`config.mk`:
```
export PLATFORM = sky130hd
export DESIGN_NAME = gearbox_speed_controller
export DESIGN_NICKNAME = d
export VERILOG_FILES = /design/src/rtl/gearbox_pkg.sv /design/src/rtl/gearbox_speed_step.sv /design/src/rtl/gearbox_speed_controller.sv
export SDC_FILE = /design/constraint.sdc
export NUM_CORES = 1
export LEC_CHECK = 0
export BUFFER_PORTS_ARGS = -buffer_cell sky130_fd_sc_hd__buf_2
export CAP_MARGIN = 10
export CORE_UTILIZATION = 38
export DETAILED_ROUTE_END_ITERATION = 6
export RECOVER_POWER = 25
export SKIP_LAST_GASP = 1
export SYNTH_ARGS = -nofsm -noshare
export SYNTH_HDL_FRONTEND = slang
export SYNTH_SLANG_ARGS = --single-unit
```
`constraint.sdc`:
```
create_clock -name clock -period 7.2 [get_ports clock]
set_clock_uncertainty 0.15 [all_clocks]
set_input_delay 0.36 -clock clock [delete_from_list [all_inputs] [get_ports clock]]
set_output_delay 0.36 -clock clock [all_outputs]
set_load 0.02 [all_outputs]
```
`src/rtl/gearbox_pkg.sv`:
```
// Shared types, per-gear tables and lookup for the gearbox speed controller.
// Tables are indexed by 1-based gear; entry 0 is unused.
package gearbox_pkg;

    localparam int TBL_W     = 8;
    localparam int TBL_DEPTH = 8;

    typedef enum logic [0:0] {
        DRIVE = 1'b0,
        SHIFT = 1'b1
    } state_e;

    typedef struct packed {
        logic [TBL_W-1:0] accel;
        logic [TBL_W-1:0] brake;
        logic [TBL_W-1:0] up;
        logic [TBL_W-1:0] dn;
    } gear_params_t;

    localparam logic [TBL_W-1:0] ACCEL_TBL [TBL_DEPTH] =
        '{8'd0, 8'd5, 8'd3, 8'd2, 8'd1, 8'd1, 8'd1, 8'd1};
    localparam logic [TBL_W-1:0] BRAKE_TBL [TBL_DEPTH] =
        '{8'd0, 8'd3, 8'd2, 8'd2, 8'd1, 8'd1, 8'd1, 8'd1};
    // UP of the top gear and DN of gear 1 are never consulted.
    localparam logic [TBL_W-1:0] UP_TBL [TBL_DEPTH] =
        '{8'd0, 8'd40, 8'd60, 8'd80, 8'd90, 8'd95, 8'd98, 8'd0};
    localparam logic [TBL_W-1:0] DN_TBL [TBL_DEPTH] =
        '{8'd0, 8'd0, 8'd27, 8'd55, 8'd75, 8'd85, 8'd92, 8'd96};

    function automatic gear_params_t gear_lookup(input logic [2:0] g);
        gear_params_t p;
        p.accel = ACCEL_TBL[g];
        p.brake = BRAKE_TBL[g];
        p.up    = UP_TBL[g];
        p.dn    = DN_TBL[g];
        return p;
    endfunction

endpackage

```
`src/rtl/gearbox_speed_step.sv`:
```
// Combinational saturating speed update: applies a signed delta to the speed
// and clamps the result to [0, cap] without wrap-around.
module speed_step
    import gearbox_pkg::*;
#(
    parameter int SPEED_W = 7
) (
    input  logic [SPEED_W-1:0]      i_speed,
    input  logic signed [TBL_W-1:0] i_delta,
    input  logic [SPEED_W-1:0]      i_cap,
    output logic [SPEED_W-1:0]      o_speed
);

    logic signed [TBL_W-1:0] w_neg;
    logic [TBL_W-1:0]        w_mag;
    logic [SPEED_W:0]        w_mag_ext;
    logic [SPEED_W:0]        w_sum;
    logic [SPEED_W:0]        w_diff;

    assign w_neg     = -i_delta;
    assign w_mag     = i_delta[TBL_W-1] ? w_neg : i_delta;
    assign w_mag_ext = (SPEED_W+1)'(w_mag);
    assign w_sum     = {1'b0, i_speed} + w_mag_ext;
    assign w_diff    = {1'b0, i_speed} - w_mag_ext;

    // Borrow shows up in the extra MSB; gas never pulls an over-cap speed down.
    always_comb begin
        o_speed = i_speed;
        if (i_delta[TBL_W-1]) begin
            if (w_diff[SPEED_W]) begin
                o_speed = {SPEED_W{1'b0}};
            end else begin
                o_speed = w_diff[SPEED_W-1:0];
            end
        end else if (w_sum > {1'b0, i_cap}) begin
            if (i_speed > i_cap) begin
                o_speed = i_speed;
            end else begin
                o_speed = i_cap;
            end
        end else begin
            o_speed = w_sum[SPEED_W-1:0];
        end
    end

endmodule

```
`src/rtl/gearbox_speed_controller.sv`:
```
// Vehicle speed/gear controller: integrates pedals into a saturating speed and
// runs an N-speed gearbox (auto or manual) through a timed clutch state.
module gearbox_speed_controller
    import gearbox_pkg::*;
#(
    parameter int NUM_GEARS    = 4,
    parameter int SPEED_W      = 7,
    parameter int MAX_SPEED    = 100,
    parameter int SHIFT_CYCLES = 2,
    parameter int COAST_PERIOD = 8,
    parameter int GEAR_W       = $clog2(NUM_GEARS + 1)
) (
    input  logic               clock,
    input  logic               reset,
    input  logic               gas,
    input  logic               brake,
    input  logic               manual_mode,
    input  logic               shift_up_req,
    input  logic               shift_down_req,
    output logic [SPEED_W-1:0] speed,
    output logic [GEAR_W-1:0]  gear,
    output logic               shifting,
    output logic               shift_reject
);

    localparam int CMP_W   = (SPEED_W > TBL_W) ? SPEED_W : TBL_W;
    localparam int COAST_W = $clog2(COAST_PERIOD + 1);
    localparam int SCNT_W  = $clog2(SHIFT_CYCLES + 1);

    state_e              r_state,     w_state_nxt;
    logic [GEAR_W-1:0]   r_gear,      w_gear_nxt;
    logic [GEAR_W-1:0]   r_target,    w_target_nxt;
    logic [SPEED_W-1:0]  r_speed,     w_speed_nxt;
    logic [COAST_W-1:0]  r_coast_cnt, w_coast_nxt;
    logic [SCNT_W-1:0]   r_shift_cnt, w_shift_cnt_nxt;
    logic                r_shifting,  w_shifting_nxt;
    logic                r_reject,    w_reject_nxt;

    gear_params_t            w_cur;
    logic [2:0]              w_gidx;
    logic [2:0]              w_gidx_up;
    logic [2:0]              w_gidx_dn;
    logic [CMP_W-1:0]        w_speed_c;
    logic [CMP_W-1:0]        w_cap_c;
    logic [SPEED_W-1:0]      w_cap;
    logic                    w_top;
    logic                    w_up_room;
    logic                    w_dn_room;
    logic                    w_stall;
    logic                    w_auto_up;
    logic                    w_man_up_ok;
    logic                    w_man_dn_ok;
    logic                    w_coast_hit;
    logic signed [TBL_W-1:0] w_delta;
    logic [COAST_W-1:0]      w_coast_drive;
    logic [SPEED_W-1:0]      w_step_speed;
    logic                    w_take;
    logic                    w_take_up;

    assign w_gidx    = 3'(r_gear);
    assign w_gidx_up = w_gidx + 3'd1;
    assign w_gidx_dn = w_gidx - 3'd1;
    assign w_cur     = gear_lookup(w_gidx);
    assign w_speed_c = CMP_W'(r_speed);

    assign w_top       = (r_gear == GEAR_W'(NUM_GEARS));
    assign w_up_room   = (r_gear < GEAR_W'(NUM_GEARS));
    assign w_dn_room   = (r_gear > GEAR_W'(1));
    assign w_stall     = w_dn_room && (w_speed_c < CMP_W'(w_cur.dn));
    assign w_auto_up   = w_up_room && (w_speed_c >= CMP_W'(w_cur.up));
    assign w_man_up_ok = w_up_room && (w_speed_c >= CMP_W'(DN_TBL[w_gidx_up]));
    assign w_man_dn_ok = w_dn_room && (w_speed_c < CMP_W'(UP_TBL[w_gidx_dn]));
    assign w_coast_hit = (r_coast_cnt == COAST_W'(COAST_PERIOD - 1));

    // Manual mode below the top gear acts as a rev limiter at the up-shift point.
    always_comb begin
        w_cap_c = CMP_W'(MAX_SPEED);
        if (manual_mode && !w_top && (CMP_W'(w_cur.up) < CMP_W'(MAX_SPEED))) begin
            w_cap_c = CMP_W'(w_cur.up);
        end else begin
            w_cap_c = CMP_W'(MAX_SPEED);
        end
        w_cap = SPEED_W'(w_cap_c);
    end

    // Pedal decode into a speed delta, plus the coast counter advance.
    always_comb begin
        w_delta       = 8'sd0;
        w_coast_drive = {COAST_W{1'b0}};
        if (gas && !brake) begin
            w_delta = $signed(w_cur.accel);
        end else if (brake && !gas) begin
            w_delta = -$signed(w_cur.brake);
        end else if (gas && brake) begin
            w_delta = -8'sd1;
        end else if (w_coast_hit) begin
            w_delta = -8'sd1;
        end else begin
            w_coast_drive = r_coast_cnt + COAST_W'(1);
        end
    end

    speed_step #(
        .SPEED_W (SPEED_W)
    ) u_speed_step (
        .i_speed (r_speed),
        .i_delta (w_delta),
        .i_cap   (w_cap),
        .o_speed (w_step_speed)
    );

    // Next-state logic: shift decisions take priority over pedal updates.
    always_comb begin
        w_state_nxt     = r_state;
        w_gear_nxt      = r_gear;
        w_target_nxt    = r_target;
        w_speed_nxt     = r_speed;
        w_coast_nxt     = r_coast_cnt;
        w_shift_cnt_nxt = r_shift_cnt;
        w_shifting_nxt  = r_shifting;
        w_reject_nxt    = 1'b0;
        w_take          = 1'b0;
        w_take_up       = 1'b0;
        case (r_state)
            DRIVE: begin
                if (manual_mode) begin
                    if (w_stall) begin
                        w_take = 1'b1;
                    end else if (shift_up_req && shift_down_req) begin
                        w_reject_nxt = 1'b1;
                    end else if (shift_up_req) begin
                        w_take       = w_man_up_ok;
                        w_take_up    = w_man_up_ok;
                        w_reject_nxt = !w_man_up_ok;
                    end else if (shift_down_req) begin
                        w_take       = w_man_dn_ok;
                        w_reject_nxt = !w_man_dn_ok;
                    end else begin
                        w_take = 1'b0;
                    end
                end else if (w_auto_up) begin
                    w_take    = 1'b1;
                    w_take_up = 1'b1;
                end else begin
                    w_take = w_stall;
                end

                if (w_take) begin
                    w_state_nxt     = SHIFT;
                    w_shifting_nxt  = 1'b1;
                    w_shift_cnt_nxt = {SCNT_W{1'b0}};
                    if (w_take_up) begin
                        w_target_nxt = r_gear + GEAR_W'(1);
                    end else begin
                        w_target_nxt = r_gear - GEAR_W'(1);
                    end
                end else begin
                    w_speed_nxt = w_step_speed;
                    w_coast_nxt = w_coast_drive;
                end
            end
            SHIFT: begin
                w_reject_nxt = manual_mode && (shift_up_req || shift_down_req);
                if (r_shift_cnt == SCNT_W'(SHIFT_CYCLES - 1)) begin
                    w_state_nxt     = DRIVE;
                    w_gear_nxt      = r_target;
                    w_shifting_nxt  = 1'b0;
                    w_shift_cnt_nxt = {SCNT_W{1'b0}};
                end else begin
                    w_shift_cnt_nxt = r_shift_cnt + SCNT_W'(1);
                end
            end
            default: begin
                w_state_nxt    = DRIVE;
                w_shifting_nxt = 1'b0;
            end
        endcase
    end

    // State and datapath registers; reset mid-shift discards the target gear.
    always_ff @(posedge clock or posedge reset) begin
        if (reset) begin
            r_state     <= DRIVE;
            r_gear      <= GEAR_W'(1);
            r_target    <= GEAR_W'(1);
            r_speed     <= {SPEED_W{1'b0}};
            r_coast_cnt <= {COAST_W{1'b0}};
            r_shift_cnt <= {SCNT_W{1'b0}};
            r_shifting  <= 1'b0;
            r_reject    <= 1'b0;
        end else begin
            r_state     <= w_state_nxt;
            r_gear      <= w_gear_nxt;
            r_target    <= w_target_nxt;
            r_speed     <= w_speed_nxt;
            r_coast_cnt <= w_coast_nxt;
            r_shift_cnt <= w_shift_cnt_nxt;
            r_shifting  <= w_shifting_nxt;
            r_reject    <= w_reject_nxt;
        end
    end

    assign speed        = r_speed;
    assign gear         = r_gear;
    assign shifting     = r_shifting;
    assign shift_reject = r_reject;

endmodule

```
==> results of run 1 <==
## metrics by stage
step	utilization, %	std cells	instance area (µm²)
6_report	42.9	505	3580
5_1_grt	42.9	505	3580
4_1_cts	42.9	505	3580
3_5_place_dp	42.1	501	3510
3_3_place_gp	42.1	501	3510
2_1_floorplan	-	390	3340
## worst max-delay path, delay by kind of cell (launching register included)
kind | cells | cell delay (ns)
buffers and inverters | 4 | 0.48
AND/OR/NAND/NOR | 3 | 0.59
adder cells (fa/ha/maj) | 4 | 1.57
AO/OA/AOI/OAI | 8 | 1.82
flip-flops | 1 | 0.57
multiplexers | 2 | 0.56
## per-layer routing
metal	vias to the layer above	track usage [%]	wire, µm
li1	1399	-	-
met1	1270	23.2	3770
met2	36	33.2	3670
met3	13	2.31	158
met4	0	4.98	149
met5	-	0	0
## flip-flops by register name, summed over array words and instances, names as in the netlist
signal        flops
r_coast_cnt       4
shift_reject      1
r_state           1
shifting          1
r_target          3
gear              3
r_shift_cnt       2
speed             7
## Yosys cell counts, drive strengths merged (2+ instances only)
cell     number
a31oi         4
buf           4
o21bai        3
conb          2
nor4b         3
o21a          4
o21ai        16
a211oi        5
xnor2        11
mux2         14
ha           72
dfrtp        20
nand3b        4
nand4         3
o22ai         7
nand2b        9
nand3         6
nor2b        10
and3          2
o2bb2ai       2
o311ai        2
a21oi        22
or3           5
o211ai        4
nor2         24
nor4          3
nor3          5
inv          40
clkbuf       10
a21o          7
and2          5
mux2i        13
o22a          2
xor2          3
nand2        18
fa            2
dfstp         2
## logic make-up after synthesis
logic type / Yosys count
and+or+nand+nor: 101
xor gates and xnor gates: 14
AOI/OAI and AO/OA: 90
other: 2
muxes: 27
buffers and inverters: 54
adders and majority gates: 74
DFF: 22
## worst max-delay path by stage
stage                                      end  slack [ns]           startpoint  cells past startpoint
after global placement    speed[1]$_DFFE_PP0P_        1.56  gear[0]$_DFFE_PP1P_                     21
after CTS                 speed[1]$_DFFE_PP0P_        1.38  gear[0]$_DFFE_PP1P_                     21
final                     speed[1]$_DFFE_PP0P_        1.33  gear[1]$_DFFE_PP0P_                     21
after detailed placement  speed[1]$_DFFE_PP0P_        1.43  gear[0]$_DFFE_PP1P_                     21
after global routing      speed[1]$_DFFE_PP0P_        0.76  gear[1]$_DFFE_PP0P_                     21
after floorplan           speed[4]$_DFFE_PP0P_        1.59  gear[0]$_DFFE_PP1P_                     23
## final cells by class
type,count,area (µm²)
clock buffers,3,41.3
clock inverters,1,30.0
fillers,860,4760
inverters,40,150
multi-input cells,314,2570
flip-flops and latches,22,553
well taps,105,131
repair buffers,20,105
==> flow_summary.ini, run 1 <==
[run_status]
outcome = completed

[timing]
max_slew.worst_pin.slew_ns = 0.860
layout_min_cycle_time_ns = 5.87
rsz0062_at_grt = no
final_hold_viol_count = 0
holdWs_ns = 0.104
tns_ns = 0
slew_headroom_pct = 42.6
report.final.slew_viol_count = 0
setup_viol = 0
clock.fmax_ghz = 0.171
fin_crit_sh_pct = 81.5
setup_slack_ns = 1.33

[layout]
mostFrequentLayoutCell = ha_1
layout.nets = 482
diodes = 0
layout_common_cells = 72 x ha_1, 40 x inv_1, 24 x nor2_1, 20 x a21oi_1, 20 x dfrtp_1
drive_above_1_share_pct = 12.0
syn2layout_area_growth_pct = 7.83

[drt]
drt_first_pass_iters = 6
routedWlPerCell_um = 15.4
drc_errors = 0
drtAntennaViolNets = 0
viasPerCell = 5.38
first_iter_violations = 114
vias = 2718
wl_um = 7750

[yosys]
yosysWarnings = 0
synth_top_family_by_area = adder cells
synth_edf_count = 0
synth_ff_type = dfrtp_1
synth_cell_types = 61
synthAdderAreaFrac_pct = 28.3
synth_xor_area_share_pct = 3.69
syn_area_um2 = 3320
synth.area.mux_share_pct = 8.66
synth_top_cell_by_area = ha_1
synth_area_per_cell_um2 = 8.65
async_reset_ff_share_pct = 100
netlist_top_cells_area = ha_1 27%, dfrtp_1 15%, mux2_2 4.7%, inv_1 4.5%, mux2i_1 3.9%
synth_compound_area_share_pct = 19.3
synth-simple-area-share_pct = 16.5
synth_seq_cells = 22
netlist.area_leader.share_pct = 27.1
syn_inst = 384
ys_seq_area_share_pct = 16.6

[clock_network]
clkLatencyLatePin_ns = 0.27
clk_pin_slew_worst_paths_ns = 0.09
post-cts-setup-buffers = 0
cts_sinks = 22
cts_tree = done
hold_buffers = 0
htree_levels = 1
cts_root_buf = clkbuf_8
cts.path.max_buffers = 2
numCtsBuffers = 3
cts_resized = 0

[placed_design]
place_congestion = 0.822
post-dp-hpwl_um = 6060
dp_slack_ns = 1.43
io_buffers = 18

[min_path]
min_path_type = primary input to async pin

[critical_path]
rr_worst_depth = 21
rrSetupSlack_ns = 1.33
crit_type = register to register
crit_chain = inv_1, ha_1, inv_1, a31oi_1, o32a_1, inv_1, ha_1, nand2_1, o21ai_0, inv_1, fa_1, nand2b_1, a221oi_1, a211oi_1, ha_1, or3_1, o32ai_1, o41ai_4, mux2_2, o22ai_1, mux2_2
timing.rr.end = speed[1]$_DFFE_PP0P_
max_stage_delay_ns = 0.62
crit_path_frequent_cell = inv_1
crit_path_end_kind = register
cp_slowest_cell = ha_1
worst_r2r_startpoint = gear[1]$_DFFE_PP0P_
required_ns = 7.21
crit_arrival_ns = 5.87
path_max_fanout = 12
start_kind = register

[floorplan]
die_area_um2 = 9120
die_y_um = 95.5
start_util_pct = 39.8
num_rows = 33
coreArea_um2 = 8340
chipWidth_um = 95.5
io-pin-count = 19

[grt]
grt_pass1_vias = 2702
grt_use_total_pct = 18.5
grt_max_degree = 26
overflow = 0
grt_pass1_wl_um = 13100
grt_antenna_before_repair = 0

[flow_run]
drv_cap = 0
Power of run 1 is left out: the tool's default activity adds up to more than one toggle a clock period on the data nets, which glitch-free logic cannot reach.
==> run 2, diff against run 1 <==
Settings changed: ABC_AREA set to 1.
Clock period 7.2 ns to 4.7 ns, I/O delays scaled along.
==> flow_summary.ini, run 2 <==
[yosys]
syn_area_um2 = 3500
yosysMostFrequentCell = nand2_1
synth_cell_types = 45
yosysWarnings = 0
syn_inst = 491
synth_top_cell_by_area = ha_1
synth_seq_cells = 22
synth_edf_count = 0
netlist_top_cells_area = ha_1 26%, dfrtp_1 14%, nand2_1 13%, inv_1 8.1%, nand3_1 4.6%
netlist.area_leader.share_pct = 25.7
synth_area_per_cell_um2 = 7.13
synth_ff_type = dfrtp_1
async_reset_ff_share_pct = 100
ys_seq_area_share_pct = 15.8
synth_common_cells = 118 x nand2_1, 76 x inv_1, 72 x ha_1, 32 x nand3_1, 27 x a21oi_1

[timing]
report.final.slew_viol_count = 0
fin_crit_sh_pct = 93.9
final_hold_viol_count = 20
holdWs_ns = -0.0293
slew_headroom_pct = 45.1
setup_viol = 0
tns_ns = 0
clock.fmax_ghz = 0.227
layout_min_cycle_time_ns = 4.41
max_slew.worst_pin.slew_ns = 0.822

[drt]
vias = 3238
routedWlPerCell_um = 13.8
drtAntennaViolNets = 0
wl_um = 8870
drt_first_pass_iters = 6
drc_errors = 2
first_iter_violations = 185
viasPerCell = 5.05

[floorplan]
start_util_pct = 39.8
io-pin-count = 19
die_y_um = 98
die_area_um2 = 9600
num_rows = 34
chipWidth_um = 98
coreArea_um2 = 8810

[critical_path]
crit_arrival_ns = 4.41
worst-path-buf-inv = 8
max_stage_delay_ns = 0.54
timing.rr.end = speed[5]$_DFFE_PP0P_
required_ns = 4.70
start_kind = register
cp_slowest_cell = dfstp_2
rr_worst_depth = 33
crit_type = register to register
crit_path_end_kind = register
path_max_fanout = 8
rrSetupSlack_ns = 0.29
worst_r2r_startpoint = gear[0]$_DFFE_PP1P_
worstSetupPathDepth = 33
crit_path_frequent_cell = nand2_1
cp_top_family = adder cells

[clock_network]
clk_pin_slew_worst_paths_ns = 0.08
numCtsBuffers = 3
cts_root_buf = clkbuf_8
cts_tree = done
cts.path.max_buffers = 2
cts_sinks = 22
htree_levels = 1
clkLatencyLatePin_ns = 0.26
hold_buffers = 0

[placed_design]
io_buffers = 18
post-dp-hpwl_um = 7100
place_inst = 633
place_congestion = 0.851

[layout]
layout.nets = 615
fill_cells = 899
diodes = 0
largest_reg_flops = 7
drive_above_1_share_pct = 19.1
layout_common_cells = 115 x nand2_1, 73 x inv_1, 66 x ha_1, 32 x nand3_1, 26 x a21oi_1
syn2layout_area_growth_pct = 13.9
layoutNonFillerInstCount = 641
fin_util_pct = 45.3
mostFrequentLayoutCell = nand2_1

[grt]
grt_max_degree = 23
grt_antenna_before_repair = 0
grt_use_total_pct = 18.9
grt_pass1_wl_um = 14700
grt_pass1_vias = 3042
overflow = 0

[run_status]
violations = DRC, hold timing
outcome = complete, but fails checks

[flow_run]
drv_cap = 0

[min_path]
min_path_type = primary input to async pin
[run 2: cell count changes after synthesis, moves of 8 or more]
cell	delta
nand2_1	+100
inv_1	+36
nand3_1	+26
mux2_2	-14
mux2i_1	-13
nor2b_1	-10
clkbuf_1	-9
nand2b_1	-9
nand2_2	+8
xnor2_1	-8
[run 2: worst max path at each step]
| stage | start | end |
|---|---|---|
| 2_1_floorplan | gear[0]$_DFFE_PP1P_ | speed[2]$_DFFE_PP0P_ |
| 3_3_place_gp | gear[0]$_DFFE_PP1P_ | speed[3]$_DFFE_PP0P_ |
| 3_5_place_dp | gear[0]$_DFFE_PP1P_ | speed[5]$_DFFE_PP0P_ |
| 4_1_cts | gear[0]$_DFFE_PP1P_ | speed[5]$_DFFE_PP0P_ |
| 5_1_grt | gear[0]$_DFFE_PP1P_ | speed[2]$_DFFE_PP0P_ |
| 6_report | gear[0]$_DFFE_PP1P_ | speed[5]$_DFFE_PP0P_ |
[run 2: timing repair]
| action | CTS | global route |
|---|---|---|
| pin swaps | 1 | 13 |
| resized for setup | 0 | 20 |
| setup buffers | 0 | 3 |
| gates cloned | 0 | 1 |
| endpoints found under the setup margin | 1 | 7 |
| endpoints found under the hold margin | 0 | 0 |
[run 2: area by class of cell]
cell class	instances	area, µm²	area share (%)
multi-input cells	387	2700	67.6
flip-flops and latches	22	553	13.9
inverters	84	325	8.16
repair buffers	36	225	5.65
well taps	108	135	3.39
clock buffers	4	55.1	1.38
[run 2: worst reg2reg max path, delay by kind of cell (launching register included)]
kind            cells  cell delay (ns)
buf+inv             8             0.60
fa+ha+maj           6             1.25
compound gates      5             0.74
flops               1             0.54
simple gates       13             0.80
xor+xnor            1             0.23
[run 2: metal layers]
layer | track usage, % | vias to the layer above | share of wire (%)
met4 | 4.43 | 0 | 1.4
li1 | - | 1682 | -
met2 | 32.1 | 59 | 47
met1 | 25.9 | 1485 | 48
met5 | 0 | - | 0
met3 | 1.57 | 12 | 3.7
[run 2: metrics by stage]
stage	cell area, µm²	setup WS [ns]
2_1_floorplan	3520	0.0184
3_3_place_gp	3810	0.154
3_5_place_dp	3810	0.0173
4_1_cts	3870	0.0111
5_1_grt	3990	-0.0128
6_report	3990	0.285
[run 2: cell families after synthesis]
family / synth area share (%)
AO/OA/AOI/OAI: 14.6
XOR/XNOR: 2.75
adder cells (fa/ha/maj): 26.9
buffers and inverters: 10.7
flip-flops: 15.8
other: 0.214
AND/OR/NAND/NOR: 29.0
Power of run 2 is left out for the same reason.
==> run 3, diff against run 2 <==
Clock period 4.7 ns to 5.1 ns, I/O delays scaled along.
==> flow_summary.ini, run 3 (same netlist as run 2, synthesis figures left out) <==
[clock_network]
htree_levels = 1
numCtsBuffers = 3
clkLatencyLatePin_ns = 0.26
cts.path.max_buffers = 2
clk_pin_slew_worst_paths_ns = 0.08
cts_root_buf = clkbuf_8
hold_buffers = 0
cts_tree = done
cts_sinks = 22

[layout]
multi_input_area_um2 = 2640
syn2layout_area_growth_pct = 11.4
regArea_um2 = 553
layout_common_cells = 118 x nand2_1, 75 x inv_1, 71 x ha_1, 32 x nand3_1, 26 x a21oi_1
fill_cells = 914
largest_reg_flops = 7
layout.nets = 608
diodes = 0
mostFrequentLayoutCell = nand2_1
drive_above_1_share_pct = 16.0

[critical_path]
crit_arrival_ns = 4.65
max_stage_delay_ns = 0.58
start_kind = register
timing.rr.end = speed[5]$_DFFE_PP0P_
rrSetupSlack_ns = 0.44
path_max_fanout = 8
rr_worst_depth = 30
worst-path-buf-inv = 7
crit_path_frequent_cell = nand2_1
worst_r2r_startpoint = gear[0]$_DFFE_PP1P_
cp_slowest_cell = dfstp_2
crit_type = register to register
cp_top_family = adder cells
required_ns = 5.09
crit_path_end_kind = register

[floorplan]
die_y_um = 98
io-pin-count = 19
chipWidth_um = 98
num_rows = 34
die_area_um2 = 9600
start_util_pct = 39.8
coreArea_um2 = 8810

[min_path]
min_path_type = primary input to async pin

[timing]
final_hold_viol_count = 11
clock.fmax_ghz = 0.215
tns_ns = 0
setup_slack_ns = 0.444
rsz0062_at_grt = no
layout_min_cycle_time_ns = 4.66
slew_headroom_pct = 44.7
report.final.slew_viol_count = 0
fin_crit_sh_pct = 91.3
max_slew.worst_pin.slew_ns = 0.829
holdWs_ns = -0.00503
setup_viol = 0

[grt]
overflow = 0
grt_max_degree = 23
grt_pass1_vias = 2955
grt_pass1_wl_um = 14400
grt_antenna_before_repair = 0
grt_use_total_pct = 18.4

[drt]
viasPerCell = 5.03
drt_first_pass_iters = 6
wl_um = 8630
vias = 3187
drtAntennaViolNets = 0
first_iter_violations = 181
routedWlPerCell_um = 13.6
drc_errors = 2

[flow_run]
drv_cap = 0

[run_status]
violations = DRC, hold timing
outcome = complete, but fails checks

[placed_design]
io_buffers = 18
place_congestion = 0.858
dp_slack_ns = 0.100
post-dp-hpwl_um = 6860
[run 3: cell types whose count changed in the layout (fill, tap and decap cells not counted), sizes merged]
cell,delta
clkbuf,-1
buf,-7
bufinv,+1
[run 3: layer usage]
layer	GRT usage, %	wire, µm
met1	25.6	4090
met2	31.1	4040
met3	1.29	309
met4	4.20	185
met5	0	0
[run 3: final cells by class]
| cell class | count | share of cell area [%] |
|---|---|---|
| multi-input combinational | 387 | 67.8 |
| sequential | 22 | 14.2 |
| inverter | 84 | 8.34 |
| timing repair buffer | 29 | 4.43 |
| tap | 108 | 3.46 |
| clock buffer | 3 | 1.06 |
| clock inverter | 1 | 0.770 |
[run 3: what timing repair did]
item,in CTS,in global routing
setup endpoints to repair,0,7
setup buffers,0,6
gates resized for setup,0,10
[run 3: worst max-delay path by stage]
| stage | start | to | slack (ns) | depth (start not counted) |
|---|---|---|---|---|
| detailed placement | gear[0]$_DFFE_PP1P_ | speed[5]$_DFFE_PP0P_ | 0.10 | 29 |
| CTS | gear[0]$_DFFE_PP1P_ | speed[5]$_DFFE_PP0P_ | 0.05 | 29 |
| global placement | gear[0]$_DFFE_PP1P_ | speed[3]$_DFFE_PP0P_ | 0.22 | 32 |
| global route | gear[0]$_DFFE_PP1P_ | speed[3]$_DFFE_PP0P_ | 0.02 | 31 |
| finish | gear[0]$_DFFE_PP1P_ | speed[5]$_DFFE_PP0P_ | 0.44 | 30 |
| floorplan | gear[0]$_DFFE_PP1P_ | speed[2]$_DFFE_PP0P_ | 0.42 | 29 |
[run 3: per-stage QoR]
stage | util [%] | std cells | cell area (µm²)
floorplan | - | 497 | 3520
finish | 44.3 | 634 | 3900
detailed placement | 42.4 | 623 | 3740
global placement | 42.4 | 623 | 3740
CTS | 43.3 | 627 | 3810
global route | 44.3 | 634 | 3900
Power of run 3 is left out for the same reason.
